**src/rtl/conv_mac_seq_pkg.sv**
```systemverilog
// conv_pkg: shared FSM state, width and address helpers for conv_mac_seq.
// No ports; the build option CONV_SAT_EN is consumed by conv_mac_seq.
package conv_pkg;

  typedef enum logic [1:0] {
    IDLE,
    ACCUM,
    FINAL,
    HOLD
  } conv_state_e;

  function automatic int conv_taps(input int k);
    return k * k;
  endfunction

  function automatic int conv_acc_w(input int k,
                                    input int dw,
                                    input int cw);
    return dw + cw + $clog2(k * k) + 1;
  endfunction

  function automatic int conv_bias_addr(input int k);
    return k * k;
  endfunction

endpackage

```
**src/rtl/conv_mac_seq_if.sv**
```systemverilog
// conv_mac_seq_if: window input and result output handshakes.
// master drives in_valid/in_win/shift/out_ready; slave drives the rest.
interface conv_mac_seq_if #(
  parameter int K       = 3,
  parameter int DATA_W  = 8,
  parameter int SHIFT_W = 5,
  parameter int OUT_W   = 8
);

  logic                  in_valid;
  logic                  in_ready;
  logic [K*K*DATA_W-1:0] in_win;
  logic [SHIFT_W-1:0]    shift;
  logic                  out_valid;
  logic                  out_ready;
  logic [OUT_W-1:0]      out_data;

  modport master (
    output in_valid, in_win, shift, out_ready,
    input  in_ready, out_valid, out_data
  );

  modport slave (
    input  in_valid, in_win, shift, out_ready,
    output in_ready, out_valid, out_data
  );

endinterface

```
**src/rtl/conv_mac_seq_lane.sv**
```systemverilog
// conv_mac_lane: combinational LANES-wide multiply and sum.
// Ports: pix/wgt packed lane operands, en per-lane enable, sum partial sum.
module conv_mac_lane #(
  parameter int LANES  = 1,
  parameter int DATA_W = 8,
  parameter int COEF_W = 8,
  parameter int ACC_W  = 21
) (
  input  logic [LANES*DATA_W-1:0] pix,
  input  logic [LANES*COEF_W-1:0] wgt,
  input  logic [LANES-1:0]        en,
  output logic [ACC_W-1:0]        sum
);

  localparam int P_W = DATA_W + COEF_W;

  logic [P_W-1:0] prod;

  always_comb begin
    sum  = '0;
    prod = '0;
    for (int l = 0; l < LANES; l++) begin
      prod = P_W'(pix[l*DATA_W +: DATA_W])
           * P_W'(wgt[l*COEF_W +: COEF_W]);
      if (en[l]) sum = sum + ACC_W'(prod);
    end
  end

endmodule

```
**src/rtl/conv_mac_seq.sv**
```systemverilog
// conv_mac_seq: sequential KxK MAC with bias, shift and requantise.
// Ports: clk, rst_n, bus (slave handshakes), w_we/w_addr/w_data, w_err.
// Build option: CONV_SAT_EN saturates out_data instead of wrapping.
module conv_mac_seq
  import conv_pkg::*;
#(
  parameter int K       = 3,
  parameter int DATA_W  = 8,
  parameter int COEF_W  = 8,
  parameter int BIAS_W  = 8,
  parameter int OUT_W   = 8,
  parameter int LANES   = 1,
  parameter int SHIFT_W = 5
) (
  input  logic clk,
  input  logic rst_n,
  conv_mac_seq_if.slave bus,
  input  logic w_we,
  input  logic [$clog2(K*K+1)-1:0] w_addr,
  input  logic [((COEF_W > BIAS_W) ? COEF_W : BIAS_W)-1:0] w_data,
  output logic w_err
);

  localparam int TAPS  = conv_taps(K);
  localparam int ACC_W = conv_acc_w(K, DATA_W, COEF_W);
  localparam int N     = (TAPS + LANES - 1) / LANES;
  localparam int CNT_W = (N > 1) ? $clog2(N) : 1;
  localparam int AW    = $clog2(TAPS + 1);

  localparam logic [AW-1:0] BIAS_A =
    AW'(conv_bias_addr(K));
  localparam logic [CNT_W-1:0] CNT_LAST =
    CNT_W'(N - 1);

  conv_state_e           state;
  logic                  in_ready_q;
  logic                  out_valid_q;
  logic [OUT_W-1:0]      out_data_q;
  logic [ACC_W-1:0]      acc;
  logic [CNT_W-1:0]      cnt;
  logic [TAPS*DATA_W-1:0] win_q;
  logic [SHIFT_W-1:0]    shift_q;
  logic [COEF_W-1:0]     wgt_q [TAPS];
  logic [BIAS_W-1:0]     bias_q;

  logic [LANES*DATA_W-1:0] lp;
  logic [LANES*COEF_W-1:0] lw;
  logic [LANES-1:0]        le;
  logic [ACC_W-1:0]        lane_sum;
  logic [ACC_W:0]          sum_b;
  logic [ACC_W:0]          res;
  logic                    accept;
  logic                    wr_ok;

  assign bus.in_ready  = in_ready_q;
  assign bus.out_valid = out_valid_q;
  assign bus.out_data  = out_data_q;

  assign accept = bus.in_valid && in_ready_q;
  // Kernel is frozen while a window is in flight or being accepted.
  assign wr_ok  = (state == IDLE) && !accept
               && (w_addr <= BIAS_A);

  always_comb begin : tap_sel
    int idx;
    lp  = '0;
    lw  = '0;
    le  = '0;
    idx = 0;
    for (int l = 0; l < LANES; l++) begin
      idx = int'(cnt) * LANES + l;
      if (idx < TAPS) begin
        le[l] = 1'b1;
        lp[l*DATA_W +: DATA_W] =
          win_q[idx*DATA_W +: DATA_W];
        lw[l*COEF_W +: COEF_W] = wgt_q[idx];
      end
    end
  end

  conv_mac_lane #(
    .LANES  (LANES),
    .DATA_W (DATA_W),
    .COEF_W (COEF_W),
    .ACC_W  (ACC_W)
  ) u_lane (
    .pix (lp),
    .wgt (lw),
    .en  (le),
    .sum (lane_sum)
  );

  assign sum_b = {1'b0, acc} + (ACC_W+1)'(bias_q);
  assign res   = (int'(shift_q) >= ACC_W)
               ? '0 : (sum_b >> shift_q);

`ifdef CONV_SAT_EN
  localparam logic [ACC_W:0] OMAX =
    (ACC_W+1)'({OUT_W{1'b1}});
`endif

  always_ff @(posedge clk or negedge rst_n) begin
    if (!rst_n) begin
      state       <= IDLE;
      in_ready_q  <= 1'b1;
      out_valid_q <= 1'b0;
      out_data_q  <= '0;
      w_err       <= 1'b0;
      acc         <= '0;
      cnt         <= '0;
      win_q       <= '0;
      shift_q     <= '0;
      bias_q      <= '0;
      for (int i = 0; i < TAPS; i++) wgt_q[i] <= '0;
    end else begin
      w_err <= 1'b0;
      if (w_we) begin
        if (!wr_ok) begin
          w_err <= 1'b1;
        end else if (w_addr == BIAS_A) begin
          bias_q <= w_data[BIAS_W-1:0];
        end else begin
          wgt_q[w_addr] <= w_data[COEF_W-1:0];
        end
      end
      unique case (state)
        IDLE: begin
          if (bus.in_valid) begin
            win_q      <= bus.in_win;
            shift_q    <= bus.shift;
            acc        <= '0;
            cnt        <= '0;
            in_ready_q <= 1'b0;
            state      <= ACCUM;
          end
        end
        ACCUM: begin
          acc <= acc + lane_sum;
          cnt <= cnt + 1'b1;
          if (cnt == CNT_LAST) state <= FINAL;
        end
        FINAL: begin
`ifdef CONV_SAT_EN
          out_data_q <= (res > OMAX)
                      ? {OUT_W{1'b1}} : res[OUT_W-1:0];
`else
          out_data_q <= res[OUT_W-1:0];
`endif
          out_valid_q <= 1'b1;
          state       <= HOLD;
        end
        HOLD: begin
          if (bus.out_ready) begin
            out_valid_q <= 1'b0;
            in_ready_q  <= 1'b1;
            state       <= IDLE;
          end
        end
      endcase
    end
  end

endmodule
```
**src/flat_wrapper.sv**
```systemverilog
// flat-port wrapper written by rule: the top's interface ports become plain ports
module conv_mac_seq_flat import conv_pkg::*;
#(
  parameter int K       = 3,
  parameter int DATA_W  = 8,
  parameter int COEF_W  = 8,
  parameter int BIAS_W  = 8,
  parameter int OUT_W   = 8,
  parameter int LANES   = 1,
  parameter int SHIFT_W = 5
)
  (clk, rst_n, w_we, w_addr, w_data, w_err, bus_in_valid, bus_in_win, bus_shift, bus_out_ready, bus_in_ready, bus_out_valid, bus_out_data);
  conv_mac_seq_if #(.K(K), .DATA_W(DATA_W), .SHIFT_W(SHIFT_W), .OUT_W(OUT_W)) bus_i ();
  input  logic clk;
  input  logic rst_n;
  input  logic w_we;
  input  logic [$clog2(K*K+1)-1:0] w_addr;
  input  logic [((COEF_W > BIAS_W) ? COEF_W : BIAS_W)-1:0] w_data;
  output logic w_err;
  input wire logic [$bits(bus_i.in_valid)-1:0] bus_in_valid;
  input wire logic [$bits(bus_i.in_win)-1:0] bus_in_win;
  input wire logic [$bits(bus_i.shift)-1:0] bus_shift;
  input wire logic [$bits(bus_i.out_ready)-1:0] bus_out_ready;
  output wire logic [$bits(bus_i.in_ready)-1:0] bus_in_ready;
  output wire logic [$bits(bus_i.out_valid)-1:0] bus_out_valid;
  output wire logic [$bits(bus_i.out_data)-1:0] bus_out_data;
  assign bus_i.in_valid = bus_in_valid;
  assign bus_i.in_win = bus_in_win;
  assign bus_i.shift = bus_shift;
  assign bus_i.out_ready = bus_out_ready;
  assign bus_in_ready = bus_i.in_ready;
  assign bus_out_valid = bus_i.out_valid;
  assign bus_out_data = bus_i.out_data;
  conv_mac_seq #(.K(K), .DATA_W(DATA_W), .COEF_W(COEF_W), .BIAS_W(BIAS_W), .OUT_W(OUT_W), .LANES(LANES), .SHIFT_W(SHIFT_W)) u_core (.clk(clk), .rst_n(rst_n), .bus(bus_i), .w_we(w_we), .w_addr(w_addr), .w_data(w_data), .w_err(w_err));
endmodule
```
**config.mk**
```make
export PLATFORM = sky130hd
export DESIGN_NAME = conv_mac_seq_flat
export DESIGN_NICKNAME = d
export VERILOG_FILES = /design/src/rtl/conv_mac_seq_pkg.sv /design/src/rtl/conv_mac_seq_if.sv /design/src/rtl/conv_mac_seq_lane.sv /design/src/rtl/conv_mac_seq.sv /design/src/flat_wrapper.sv
export SDC_FILE = /design/constraint.sdc
export NUM_CORES = 1
export LEC_CHECK = 0
export BUFFER_PORTS_ARGS = -buffer_cell sky130_fd_sc_hd__buf_2
export CAP_MARGIN = 10
export CORE_ASPECT_RATIO = 0.5
export CORE_UTILIZATION = 60
export CTS_BUF_LIST = sky130_fd_sc_hd__clkbuf_4
export DETAILED_ROUTE_END_ITERATION = 10
export PLACE_DENSITY_LB_ADDON = 0.3
export SLEW_MARGIN = 20
export SYNTH_ARGS = -nofsm -noshare
export SYNTH_HDL_FRONTEND = slang
export SYNTH_SLANG_ARGS = --single-unit
```
**constraint.sdc**
```tcl
create_clock -name clk -period 10.95 [get_ports clk]
set_clock_uncertainty 0.2 [all_clocks]
set_input_delay 1.6425 -clock clk [delete_from_list [all_inputs] [get_ports clk]]
set_output_delay 1.6425 -clock clk [all_outputs]
set_load 0.02 [all_outputs]
```
==> Yosys cells after proc, flatten, opt, wreduce, memory -nomap -nowiden <==
Cells that the tools add are included.
W data, S select, Z words.
{ "classes": {"addsub": 3, "multipliers": 1, "magnitude_cmp": 6, "eq_ne": 8, "shifts": 2, "muxes": 26, "n_bitwise": 3, "n_reduce_logical": 16} }
{ "ops": {"columns": ["op", "count"], "rows": [
  ["$bwmux W72", 1],
  ["$shiftx A72 B8 Y8", 1],
  ["$mux W8", 6],
  ["$pmux W21 S2", 1],
  ["$bmux W8 S4", 1],
  ["$demux W8 S4", 1],
  ["$ge A32 B5 Y1 const B", 1],
  ["$not A4 Y32", 1],
  ["$add A21 B8 Y22", 1],
  ["$shr A22 B5 Y8", 1],
  ["$add A21 B16 Y21", 1],
  ["$mux W21", 1],
  ["$mul A8 B8 Y16", 1],
  ["$mux W16", 1],
  ["$reduce_and A3 Y1", 4],
  ["$ge A5 B5 Y1 const B", 2],
  ["$eq A4 B4 Y1 const B", 2],
  ["$pmux W2 S4", 1],
  ["$pmux W4 S2", 1],
  ["$mux W1", 6],
  ["$mux W2", 3],
  ["$reduce_and A2 Y1", 3],
  ["$reduce_bool A2 Y1", 3],
  ["$lt A5 B1 Y1 const B", 1],
  ["14 further kinds", 20]
]} }
{ "totals": {"reg_bits": 195, "in_bits": 94, "output_inout_bits": 11, "word_cells": 84} }

==> Logic depth before layout (Yosys ltp) <==
Gate-level depths: netlist of the first run.
{ "depth": {"depth_word": 9, "depth_mapped": 35, "depth_no_buf": 33} }

==> Hierarchy <==
From an unflattened synthesis of the first run, not the netlist that was laid out.
{ "unflattened": {"cells_unflattened": 1234, "hier_area_um2": 13460.4} }
{ "by_module_without_submodules": {"columns": ["mod", "instances", "cells_per_inst", "area_each_um2", "seq_area_each_um2"], "rows": [
  ["conv_mac_seq", 1, 968, 11214.5, 4880.9],
  ["conv_mac_lane", 1, 266, 2245.9, 0.0]
]} }

==> Least setup slack after synthesis of the first run <==
OpenSTA, ideal clock, no wires.
{ "synth_timing": {"kind": "reg-to-reg", "start": "register u_core.cnt[1]", "end": "register u_core.acc[18]", "setup_time_ps": 131, "arrival_ps": 7062, "required_time_ps": 10619, "path_slack_ps": 3557, "path_stages_with_launch": 34, "n_path_buf": 3, "synth_period_minus_slack_ps": 7393, "path_cell_list": "dfrtp_1 > clkbuf_1 > clkbuf_1 > inv_1 > ha_1 > inv_1 > o21ai_0 > and2_1 > buf_2 > a21oi_1 > nor2_1 > fa_1 > inv_1 > fa_1 > inv_1 > fa_1 > inv_1 > fa_1 > inv_1 > ha_1 > inv_1 > o21bai_1 > a2111o_1 > a41oi_1 > xor2_1 > nor2_1 > ha_1 > a21o_1 > a21oi_1 > o21ai_0 > a41oi_1 > nor2_1 > xnor2_1 > nor2_1"} }
{ "synth_between": {"elab_chain_len": 9, "elab_cells_between_ends": 13, "cone_classes": "add/sub: 1; mul: 1; order compare: 1; shift: 1; mux: 8; bitwise: 1"} }
{ "synth_lines": {"columns": ["item", "line", "source"], "rows": [
  ["start: declaration", "conv_mac_seq.sv:40", "logic [CNT_W-1:0] cnt;"],
  ["start signal: assignment", "conv_mac_seq.sv:139", "cnt <= cnt + 1'b1;"],
  ["branches (longest 6 deep; another with $mul A8 B8 Y16)", null, null],
  ["$mux W16 (*)", "conv_mac_seq_lane.sv:25", "if (en[l]) sum = sum + ACC_W'(prod);"],
  ["$add A21 B16 Y21 (*)", "conv_mac_seq.sv:138", "acc <= acc + lane_sum;"],
  ["$pmux W21 S2 (*)", "conv_mac_seq.sv:126", "unique case (state)"],
  ["end signal: assignment", "conv_mac_seq.sv:138", null],
  ["end: declaration", "conv_mac_seq.sv:39", "logic [ACC_W-1:0] acc;"]
]} }
Every way passes the cells marked *. The select of a mux whose other input is x is not followed.
A chain may end at the register's enable or synchronous reset.

==> Final worst setup path of the first run <==
Same ends and word-level chain as after synthesis.

==> results list, run 1 <==
- Width of the die: 215 µm
- Congestion Overflow GR: 0
- The worst setup path is captured at a flop.
- For the final routed database, the setup TNS stands at 0 ps.
- The global routing stage identified its most utilized layer as met2.
- In this run the critical register-to-register path is launched from u_core.cnt[1]$_DFFE_PN0P_.
- Maximum frequency from static timing analysis: 117 MHz
- Path length in cells of the critical path: 30
* Drt first-iter violations: 1019
- Initial core utilization: 0.620
- Post-placement setup slack: 2470 ps
- The tightest min-delay check is of the flop to flop type.
* Number of antenna-violating nets in the routed design: 0
- After synthesis the cells add up to 13600 µm².
- Share of synthesized area spent on multiplexers: 0.203
- Broken down by cell family, the worst path's largest delay share belongs to adder cells.
- The final layout contains 1552 nets.
- Vias in the first global route: 10285
- Using the TritonRoute via totals, the vias-per-cell ratio works out to 6.19.
* Data arrival at the endpoint of the critical path: 8910 ps
* Clock slew at reported path FFs: 170 ps
- Post-detail-place hpwl: 25.1 mm
- Dividing total power by cell area gives a power density of 341 nW/µm².
- Detailed Routing Iterations Pass 1: 5
* Placed instance count: 1634
- Synth Warn #: 0
- H-tree levels: 4
* Post-Synth Adder-Cell Area: 0.118
- Count of cells resized by post-cts repair: 0
* First-pass GRT wire length: 54.0 mm
- Power consumption: 4.95 mW
- For this design, the CTS-stage hold fixing added 0 buffers.
- Peak supply drop: 0.213 mV
- The congestion estimate from routability-driven global placement came to 0.930.
- Leaving out fill and tap cells, the most frequent cell in the layout is dfrtp_1.
- Number of max-slew violations in the final report: 0
- Syn avg cell area: 10.5 µm²
- After floorplanning, the core was sized to cover 21900 µm².
- STA puts the critical path data required time at 11280 ps.
- Of the cells placed in the final design, the portion with a size suffix greater than 1 is 0.276.
- 105 I/O pins were placed.
- Cell with the most instances on the worst path: inv_1
- The biggest area contributor in the post-synthesis netlist is dfrtp_1.
* Setup Crit Path Kind: flop to flop
- Via count: 10332
- For met3 alone, demand over resource in global routing was 0.0627.
* Area share of and/or/nand/nor cells after synthesis: 0.117
* Total of buffers placed on input and output ports: 104
- Setup violations remaining at the end of the flow were counted as 0.
- Floorplan die area: 23300 µm²
- Maximum buffer depth of the clock tree: 2
* Number of endpoints with negative hold slack in the final report: 0
* Setup Buffers After CTS: 0
* Static leakage power: 6.89 nW
* Post-synth EDFFs: 0
* Post-Syn Instances: 1292
* Max_slew headroom: 0.224
- Area fraction of the dominant cell type after synthesis: 0.357
- After synthesis, the cell types taking the most area are dfrtp_1 (36%), mux2_2 (13%), ha_1 (6.2%), fa_1 (5.6%), mux4_2 (5.5%).
- In this run the clock root is driven by a clkbuf_4.
- Delay of the slowest cell on the worst path: 1150 ps
* Worst setup path end: u_core.acc[18]$_DFFE_PN0P_
- The later pin in the worst-skew pair is clocked with a latency of 650 ps.
- CTS saw 195 sinks.
- Post-synthesis sequential element count: 195
- After floorplanning, the core was divided into 38 placement rows.
- The worst setup path is launched from a flop.
- Async S/R FF share, synth: 1.00
- Hold Path Cell Cnt: 1
* CTS tree: built
- Sequential cell area fraction in the yosys report: 0.359
* Count of unresolved DRC violations after routing: 0
* Measured slew at the worst slew-check pin: 1160 ps
* Part of the cycle the worst path needs: 0.784
- Maximum fanout count along the critical path: 23
- Setup repair after global routing missed its margin: no
* Final routed wire length divided by cell count: 19.9 µm
* Global-route total usage across every layer: 0.299
* Run status: completed
- Relative to the synthesized area, the layout overhead comes to 7.03%.
- Largest family of logic cells by synthesized area: multiplexers
- For this block, the routed nets add up to 33.2 mm of wire.
* GR Layer Usage met2: 0.488
- Fraction of met1 tracks used by global routing: 0.399
- Entering global routing, the biggest net connects 113 pins.
* Complex-gate fraction of the synthesized area: 0.127
* Count of cell types in the netlist: 88
* Number of buffers inserted during clock tree synthesis: 17
* Slowest cell on the critical path: dfrtp_1
- Core occupancy in the finished layout: 0.663
- For the finished layout, the period the worst path requires is 8580 ps.
* Final worst slack: 2370 ps
- Counting every net in the synthesized netlist gives 1491.
- Together, buffers and inverters on the worst path number 7.
- # Max-Cap Violations: 0
- Initial antenna violation count: 2
- Of the total synthesized cell area, the portion taken by XOR and XNOR cells is 0.0276.
- In the layout the commonest cells are dfrtp_1 (193), mux2_2 (157), nor2_1 (103), buf_2 (103), nand2_1 (87).
* Vertical die dimension: 108 µm
- For this run, the number of standard cells in the final layout without fillers is 1669.
- Worst Setup SP: u_core.cnt[1]$_DFFE_PN0P_
* FF-to-FF End: u_core.acc[18]$_DFFE_PN0P_
- The number of cells on the worst reg-to-reg path is 30.
- R2R Setup Slk: 2370 ps
- Most used flip-flop cell after synthesis: dfrtp_1
-- kinds of logic after synthesis --
kind of cell,count (synthesis)
multiplexers,214
XOR/XNOR,42
AO/OA/AOI/OAI,248
buffers and inverters,159
adder cells (fa/ha/maj),105
AND/OR/NAND/NOR,329
flip-flops,195
-- worst min-delay path by stage --
stage                            startpoint                      endpoint
6_report       u_core.win_q[30]$_DFFE_PN0P_  u_core.win_q[30]$_DFFE_PN0P_
5_1_grt         u_core.win_q[9]$_DFFE_PN0P_   u_core.win_q[9]$_DFFE_PN0P_
4_1_cts        u_core.wgt_q[45]$_DFFE_PN0P_  u_core.wgt_q[45]$_DFFE_PN0P_
3_5_place_dp   u_core.wgt_q[45]$_DFFE_PN0P_  u_core.wgt_q[45]$_DFFE_PN0P_
3_3_place_gp   u_core.wgt_q[29]$_DFFE_PN0P_  u_core.wgt_q[29]$_DFFE_PN0P_
2_1_floorplan  u_core.win_q[16]$_DFFE_PN0P_  u_core.win_q[16]$_DFFE_PN0P_
-- state kept, by name, summed over array words and instances (netlist names) --
name,flops
u_core.acc,21
u_core.bias_q,8
u_core.bus.in_ready,1
u_core.bus.out_data,8
u_core.bus.out_valid,1
u_core.cnt,4
u_core.shift_q,5
u_core.state,2
u_core.w_err,1
u_core.wgt_q,72
u_core.win_q,72
-- per-stage QoR --
stage / hold slack, ps / instance area (µm²)
floorplan: 274 / 13600
global placement: 282 / 14200
detailed placement: 291 / 14200
CTS: 326 / 14500
global route: 339 / 14500
finish: 324 / 14500
-- power breakdown --
group          leakage (nW)  switching (mW)  internal, mW
Sequential             2.47           0.227          1.01
Clock                 0.142           0.277         0.103
Combinational          4.28            1.88          1.46
-- synthesized netlist by cell type (all sizes together), types with 15 or more instances --
library cell	instances
dfrtp	194
mux2	157
nor2	104
nand2	88
inv	84
ha	67
a21oi	55
o21ai	50
fa	38
buf	37
clkbuf	36
mux4	33
mux2i	24
xnor2	22
xor2	20
nand3	19
or2	18
a211oi	17
a21o	17
nand4	16
nor3	16
and3	15
-- area by class of cell --
class / instances / area [µm²]
well taps: 300 / 375
inverters: 86 / 323
flip-flops and latches: 195 / 4880
multi-input cells: 938 / 8060
fillers: 1701 / 7380
diodes: 3 / 7.51
repair buffers: 115 / 616
clock buffers: 18 / 135
clock inverters: 14 / 143
-- per-layer routing --
metal  wire length, µm  part of all wire
met5                 0                 0
met4               900             0.027
met3              1860             0.056
met2             15400              0.46
met1             15100              0.45
Power figures use the tool's default switching activity.
==> inputs of run 2 (changes only) <==
--- a/config.mk
+++ b/config.mk
@@ -5,6 +5,7 @@
 export SDC_FILE = /design/constraint.sdc
 export NUM_CORES = 1
 export LEC_CHECK = 0
+export ABC_AREA = 1
 export BUFFER_PORTS_ARGS = -buffer_cell sky130_fd_sc_hd__buf_2
 export CAP_MARGIN = 10
 export CORE_ASPECT_RATIO = 0.5
==> constraint.sdc (replaced) <==
create_clock -name clk -period 8 [get_ports clk]
set_clock_uncertainty 0.2 [all_clocks]
set_input_delay 1.2 -clock clk [delete_from_list [all_inputs] [get_ports clk]]
set_output_delay 1.2 -clock clk [all_outputs]
set_load 0.02 [all_outputs]
==> run 2 against run 1 <==
Compared with the run above: sequential cell count is the same; via count is 20% higher; routed wire length grew 3.9%; highest routed layer unchanged; synthesized cell count rose by 42%; cell area shrank 0.88%; clock-buffer cell count shrank 1; die area fell by 1.1%; sequential share of layout area is 0.30 points higher; critical endpoint is now u_core.acc[19]$_DFFE_PN0P_; non-clock buffer count grew 2; critical path depth up 5.
==> results list, run 2 <==
* Vertical die dimension: 108 µm (-0.56%)
- The worst setup path is of the flop to flop kind.
- Placed instance count: 2181 (+33%)
- Clock tree synthesis selected as its root buffer the cell clkbuf_4.
* Async S/R FF share, synth: 1.00 (unchanged)
- The detailed placement HPWL is 25.3 mm (+1.2%).
- Count of cell types in the netlist: 50 (-43%)
- Synthesized Nets: 2036 (+37%)
- The total die area is 23000 µm² (-1.1%).
- The number of nets with antenna violations after detailed routing is 0 (unchanged).
* Area fraction of the dominant cell type after synthesis: 0.362 (+0.00410)
- The via count of the first global-routing pass came to 11523 (+12%).
- TritonCTS built the clock tree.
* Maximum fanout count along the critical path: 47 (+100%)
- CTS sink count: 195 (unchanged)
- The routed length per instance came to 15.6 µm (-22%).
- The data required time of the worst path is 8370 ps (-2910 ps).
- The count of final hold-check violations is 0 (unchanged).
- The post-synthesis area per instance was 7.31 µm² (-30%).
* Post-route insts no fill: 2214 (+33%)
- Relative to the synthesized area, the layout overhead comes to 7.30%.
* Count of unresolved DRC violations after routing: 0 (unchanged)
- Fin nets: 2099 (+35%)
- In the layout the commonest cells are nand2_1 (551), inv_1 (202), o21ai_0 (194).
* Detailed Routing Iterations Pass 1: 7 (+2)
* Most area-consuming cells after synthesis: dfrtp_1 (36%), nand2_1 (15%), o21ai_0 (7.2%), ha_1 (6.2%), nand3_1 (6.0%)
* Pin count of the biggest net entering global routing: 113 (unchanged)
- Global-route total usage across every layer: 0.317 (+0.0177)
- The count of input and output buffers came to 104 (unchanged).
- The instance count of the mapped netlist was 1837 (+42%).
* Setup repair after global routing missed its margin: no
- List of most frequent post-synthesis cells: nand2_1 (552), inv_1 (202), dfrtp_1 (194), o21ai_0 (194), nand3_1 (160)
- The delay of the slowest cell on the worst path is 560 ps (-590 ps).
- The number of pins exceeding their max-slew limit in the final report was 0 (unchanged).
* Data arrival at the endpoint of the critical path: 7770 ps (-1140 ps)
- The deepest level of the CTS H-tree is 4 (unchanged).
* First-pass GRT wire length: 56.5 mm (+4.7%)
- The number of top-level pins was 105 (unchanged).
- The worst setup path is launched from a flop.
- The leftover overflow at the end of global routing came to 0 (unchanged).
- Total negative setup slack: 0 ps (unchanged)
- Via density per instance: 5.61 (-9.3%)
* Max_slew headroom: 0.377 (+0.153)
* Hold buffer count at CTS: 0 (unchanged)
- Initial antenna violation count: 1 (-1)
- Most used flip-flop cell after synthesis: dfrtp_1
- The worst hold path belongs to the class flop to flop.
* Synth Warn #: 0 (unchanged)
- The number of enable-type register cells in the synthesized netlist came to 0 (unchanged).
- Maximum frequency from static timing analysis: 135 MHz (+16%)
- Number of placement rows: 38 (unchanged)
* Sequential cell area fraction in the yosys report: 0.363 (+0.00412)
- The buffer depth of the longest clock path is 2 (unchanged).
* Slowest cell on the critical path: fa_1
* Most frequent cell after synthesis: nand2_1
- The area of the core was 21800 µm² (-0.43%).
- Largest registers in the final layout: u_core.wgt_q: 72 flops, u_core.win_q: 72 flops, u_core.acc: 21 flops
* Final setup fails: 0 (unchanged)
- The DRC violation total after the first TritonRoute iteration came to 1070 (+5.0%).
* Measured slew at the worst slew-check pin: 935 ps (-230 ps)
- The last weighted congestion value of the routability-driven placer was 0.954 (+2.6%).
* Share of post-route cells with drive strength above 1: 0.106 (-0.170)
- The clock latency of the later-clocked register in the worst-skew pair was 660 ps (about the same).
- The via count of the routed design was 12427 (+20%).
* Clock slew at reported path FFs: 180 ps (about the same)
- The run finished with clean final reports.
- Final critical delay including setup and external delays: 7400 ps (-1190 ps)
* Post-synthesis cell area: 13400 µm² (-1.1%)
* Post-synthesis sequential element count: 195 (unchanged)
* Final worst slack: 604 ps (-1760 ps)
* DRT Wirelength: 34.5 mm (+3.9%)
- Summed over all instances, the cell type with the most area after synthesis is dfrtp_1.
- # Max-Cap Violations: 0 (unchanged)
* Part of the cycle the worst path needs: 0.925 (+0.141)
- Capturing element type of the critical path: flop
- Post-placement setup slack: 393 ps (-2070 ps)
- The number of buffers inserted during clock tree synthesis was 17 (unchanged).
* Width of the die: 214 µm (-0.56%)
- The initial cell density of the core was 0.615 (-0.00435).
* Most common library cell in the layout ignoring fill and taps: nand2_1
[run 2: cell count changes after synthesis, sizes merged, moves of 47 or more]
cell and change:
nand2 +474, mux2 -156, o21ai +155, nand3 +150, inv +126, nor2 +47
[run 2: final cells by class]
type	instances	area, µm²
antenna	1	2.50
clock buffer	17	128
clock inverter	15	155
fill	1912	7410
inverter	214	806
multi-input combinational	1355	7410
sequential	195	4880
tap	300	375
timing repair buffer	117	647
[run 2: what timing repair did]
| item | CTS | global route |
|---|---|---|
| setup endpoints to repair | 0 | 2 |
| resized for setup | 0 | 9 |
| setup buffers | 0 | 0 |
[run 2: cells by family (layout without fill, tap and decap cells)]
| logic type | Yosys count | after routing | synth area share |
|---|---|---|---|
| and+or+nand+nor | 915 | 915 | 0.284 |
| muxes | 1 | 1 | 0.000838 |
| other | 0 | 1 | 0 |
| adders and majority gates | 105 | 105 | 0.119 |
| buffers and inverters | 287 | 363 | 0.0878 |
| AOI/OAI and AO/OA | 325 | 325 | 0.139 |
| xor gates and xnor gates | 9 | 9 | 0.00587 |
| DFF | 195 | 195 | 0.363 |
[run 2: layer usage]
metal  GRT usage  vias up  share of wire  wire [µm]
met4      0.0934        0          0.019        663
met5           0        -              0          0
met2       0.515      406           0.46      16000
li1            -     6105              -          -
met3      0.0630       68          0.068       2350
met1       0.429     5848           0.45      15500
[run 2: worst paths after layout]
kind                                              start                       endpoint  slack (ps)  cells after the start
hold reg to reg            u_core.win_q[47]$_DFFE_PN0P_   u_core.win_q[47]$_DFFE_PN0P_         300                      2
max in group asynchronous                         rst_n      u_core.cnt[0]$_DFFE_PN0P_        5800                      2
setup reg to reg              u_core.cnt[0]$_DFFE_PN0P_     u_core.acc[19]$_DFFE_PN0P_         600                     35
min in group asynchronous                         rst_n  u_core.shift_q[0]$_DFFE_PN0P_         450                      1
hold / removal             u_core.win_q[47]$_DFFE_PN0P_   u_core.win_q[47]$_DFFE_PN0P_         300                      2
setup / recovery              u_core.cnt[0]$_DFFE_PN0P_     u_core.acc[19]$_DFFE_PN0P_         600                     35
[run 2: stage by stage]
step	cell area [µm²]	hold slack [ps]	utilization
after global routing	14400	320	0.660
after global placement	14100	257	0.645
after floorplan	13400	244	-
final	14400	299	0.660
after CTS	14400	298	0.658
after detailed placement	14100	260	0.645
[run 2: worst max-delay path, delay by kind of cell (launching register included)]
kind                       cells  cell delay (ps)
adders and majority gates      6             2690
DFF                            1              430
and+or+nand+nor               14             1520
AOI/OAI and AO/OA              8             1520
buffers and inverters          7              930
Power of run 2 is left out: the tool's default activity adds up to more than one toggle a clock period on the data nets, which glitch-free logic cannot reach.
==> inputs of run 3 (changes only) <==
--- a/config.mk
+++ b/config.mk
@@ -8,8 +8,10 @@
 export ABC_AREA = 1
 export BUFFER_PORTS_ARGS = -buffer_cell sky130_fd_sc_hd__buf_2
 export CAP_MARGIN = 10
+export CELL_PAD_IN_SITES_DETAIL_PLACEMENT = 1
+export CELL_PAD_IN_SITES_GLOBAL_PLACEMENT = 1
 export CORE_ASPECT_RATIO = 0.5
-export CORE_UTILIZATION = 60
+export CORE_UTILIZATION = 46
 export CTS_BUF_LIST = sky130_fd_sc_hd__clkbuf_4
 export DETAILED_ROUTE_END_ITERATION = 10
 export PLACE_DENSITY_LB_ADDON = 0.3
==> run 3 against run 2 <==
Compared with the run above: clock-buffer cell count did not move; setup slack got worse by 140 ps; via count grew 1.8%; critical path type unchanged; global-route usage down 2.9 points; final cell count rose by 4.1%; cell area up 1.5%; hold slack lost 1.8 ps; fmax fell by 1.8%; critical path depth unchanged; largest cell class unchanged; first-iteration DRC count down 35%; register-to-register slack worse by 140 ps.
==> results list, run 3 (synthesized netlist as in run 2, its figures left out) <==
- Count of unresolved DRC violations after routing: 0 (unchanged)
- In this run the critical register-to-register path is captured at u_core.acc[19]$_DFFE_PN0P_.
* Cell depth of the worst flop-to-flop path: 35 (unchanged)
* Final routed wire length divided by cell count: 17.8 µm (+14%)
* Width of the die: 244 µm (+14%)
* Delay of the slowest cell on the worst path: 550 ps (about the same)
* Via density per instance: 5.49 (-2.2%)
- Number of endpoints with negative hold slack in the final report: 0 (unchanged)
- In the final layout, the registers with the most flip-flops are u_core.wgt_q: 72 flops, u_core.win_q: 72 flops, u_core.acc: 21 flops.
* Critical R2R Launch: u_core.cnt[0]$_DFFE_PN0P_
- Post-detail-place hpwl: 31.0 mm (+22%)
- Crit start category: flop
- CTS sink count: 195 (unchanged)
* Data required time of the worst path: 8370 ps (about the same)
- The leftover overflow at the end of global routing was 0 (unchanged).
* Total negative setup slack: 0 ps (unchanged)
- Maximum buffer depth of the clock tree: 2 (unchanged)
- Class of the most critical hold timing path: flop to flop
- The detailed-router iteration count before antenna repair was 5 (-2).
- Signed area change from the synthesized netlist to the final layout: 8.96%
- The library cells used most frequently in the layout, excluding fill and tap cells, are nand2_1 (550), inv_1 (202), o21ai_0 (193), dfrtp_1 (193), nand3_1 (160).
- Setup Crit Path Kind: flop to flop
- Worst setup path end: u_core.acc[19]$_DFFE_PN0P_
* Part of the cycle the worst path needs: 0.942 (+0.0171)
- Fill cell total of the finished layout: 3717 (+94%)
- The largest fanout of any net on the critical path is 20 (-57%).
- Number of max-slew violations in the final report: 0 (unchanged)
- Total of buffers placed on input and output ports: 104 (unchanged)
* Initial core utilization: 0.476 (-0.139)
- The reg-to-reg setup timing slack is 470 ps (-140 ps).
- The via count of the routed design is 12646 (+1.8%).
- Placer congestion estimate: 0.933 (-2.2%)
* Startpoint of the worst hold path: u_core.bus.out_data[6]$_DFFE_PN0P_
- Final setup fails: 0 (unchanged)
- Sequential cell area in the final layout: 4880 µm² (unchanged)
- Pin count of the biggest net entering global routing: 108 (-4.4%)
- Number of antenna-violating nets in the routed design: 0 (unchanged)
- Clock slew at reported path FFs: 190 ps (about the same)
* Floorplan Core Area: 28200 µm² (+29%)
* Insertion delay to the later sink of the worst-skew pair: 670 ps (about the same)
- The first-pass GRT wire length came to 67.3 mm (+19%).
- On the critical path, the stage with the largest delay is an instance of fa_1.
- The layout cell share with drive strength beyond 1 was 0.111 (+0.00528).
- The worst setup path is captured at a flop.
- The number of top-level pins came to 105 (unchanged).
- The tightest slew margin relative to the limit is 0.363 (-0.0141).
- The most numerous cell type found on the critical path is nand2_1.
- The total number of placement rows is 43 (+13%).
- Run status: completed
- The initial antenna violation count was 1 (unchanged).
- The via count of the first global-routing pass came to 13074 (+13%).
* CTS tree: built
- The deepest level of the CTS H-tree came to 4 (unchanged).
* Multi-input gate area: 7430 µm² (+0.15%)
- Floorplan die area: 29900 µm² (+30%)
* Final critical delay including setup and external delays: 7530 ps (+136 ps)
* Data arrival at the endpoint of the critical path: 7900 ps (+130 ps)
- The number of buffers inserted during clock tree synthesis was 17 (unchanged).
* CTS Root Buffer Type: clkbuf_4
- The library cell used most frequently in the layout, excluding fill and tap cells, is nand2_1.
* Worst Setup SP: u_core.cnt[0]$_DFFE_PN0P_
- The overall die height came to 123 µm (+14%).
- The highest clock rate is 133 MHz (-1.8%).
- # Max-Cap Violations: 0 (unchanged)
- The transition time at the pin with the least slew margin was 956 ps (+21.1 ps).
* Drt first-iter violations: 698 (-35%)
* Fin nets: 2107 (+0.38%)
- The total global routing track utilization is 0.287 (-0.0292).
- The aggregate routed wire length was 41.0 mm (+19%).
-- run 3: cell count changes in the layout (fill, tap and decap cells not counted), moves of 2 or more --
cell | previous run | this run
buf_6 | 2 | 0
buf_8 | 0 | 2
buf_4 | 10 | 18
clkinv_2 | 2 | 0
-- run 3: per-stage QoR --
step,cell area [µm²],setup slack (ps),util,hold WS (ps),cells
2_1_floorplan,13400,875,-,244,1837
3_3_place_gp,14200,644,0.504,257,2268
3_5_place_dp,14200,315,0.504,261,2268
4_1_cts,14500,281,0.516,303,2300
5_1_grt,14600,-20.8,0.519,328,2304
6_report,14600,467,0.519,298,2304
-- run 3: worst min-delay path by stage --
stage	cells past startpoint	slack, ps	to
3_3_place_gp	2	260	u_core.bus.out_data[6]$_DFFE_PN0P_
6_report	2	300	u_core.bus.out_data[6]$_DFFE_PN0P_
4_1_cts	2	300	u_core.bus.out_data[6]$_DFFE_PN0P_
3_5_place_dp	2	260	u_core.win_q[14]$_DFFE_PN0P_
2_1_floorplan	2	240	u_core.win_q[16]$_DFFE_PN0P_
5_1_grt	2	330	u_core.win_q[13]$_DFFE_PN0P_
-- run 3: layout make-up --
type / count / area share
inverter: 214 / 0.0551
antenna: 1 / 0.000171
timing repair buffer: 125 / 0.0488
multi-input combinational: 1355 / 0.507
clock inverter: 15 / 0.0134
clock buffer: 17 / 0.00872
tap: 382 / 0.0327
sequential: 195 / 0.334
-- run 3: metal layers --
layer | vias up | wire, µm | track usage | share of wire
met3 | 55 | 1630 | 0.0501 | 0.040
met2 | 240 | 20000 | 0.497 | 0.49
met4 | 0 | 711 | 0.0828 | 0.017
met5 | - | 0 | 0 | 0
li1 | 6099 | - | - | -
met1 | 6252 | 18700 | 0.372 | 0.46
-- run 3: critical path, delay by kind of cell (launching register included) --
kind | cells | cell delay, ps
fa+ha+maj | 6 | 2760
simple gates | 14 | 1710
compound gates | 8 | 1620
buf+inv | 7 | 620
flops | 1 | 480
-- run 3: repair_timing --
item,in CTS,in global routing
setup endpoints to repair,0,2
resized for setup,0,15
hold buffers,0,0
setup buffers,0,3
Power of run 3 is left out for the same reason.
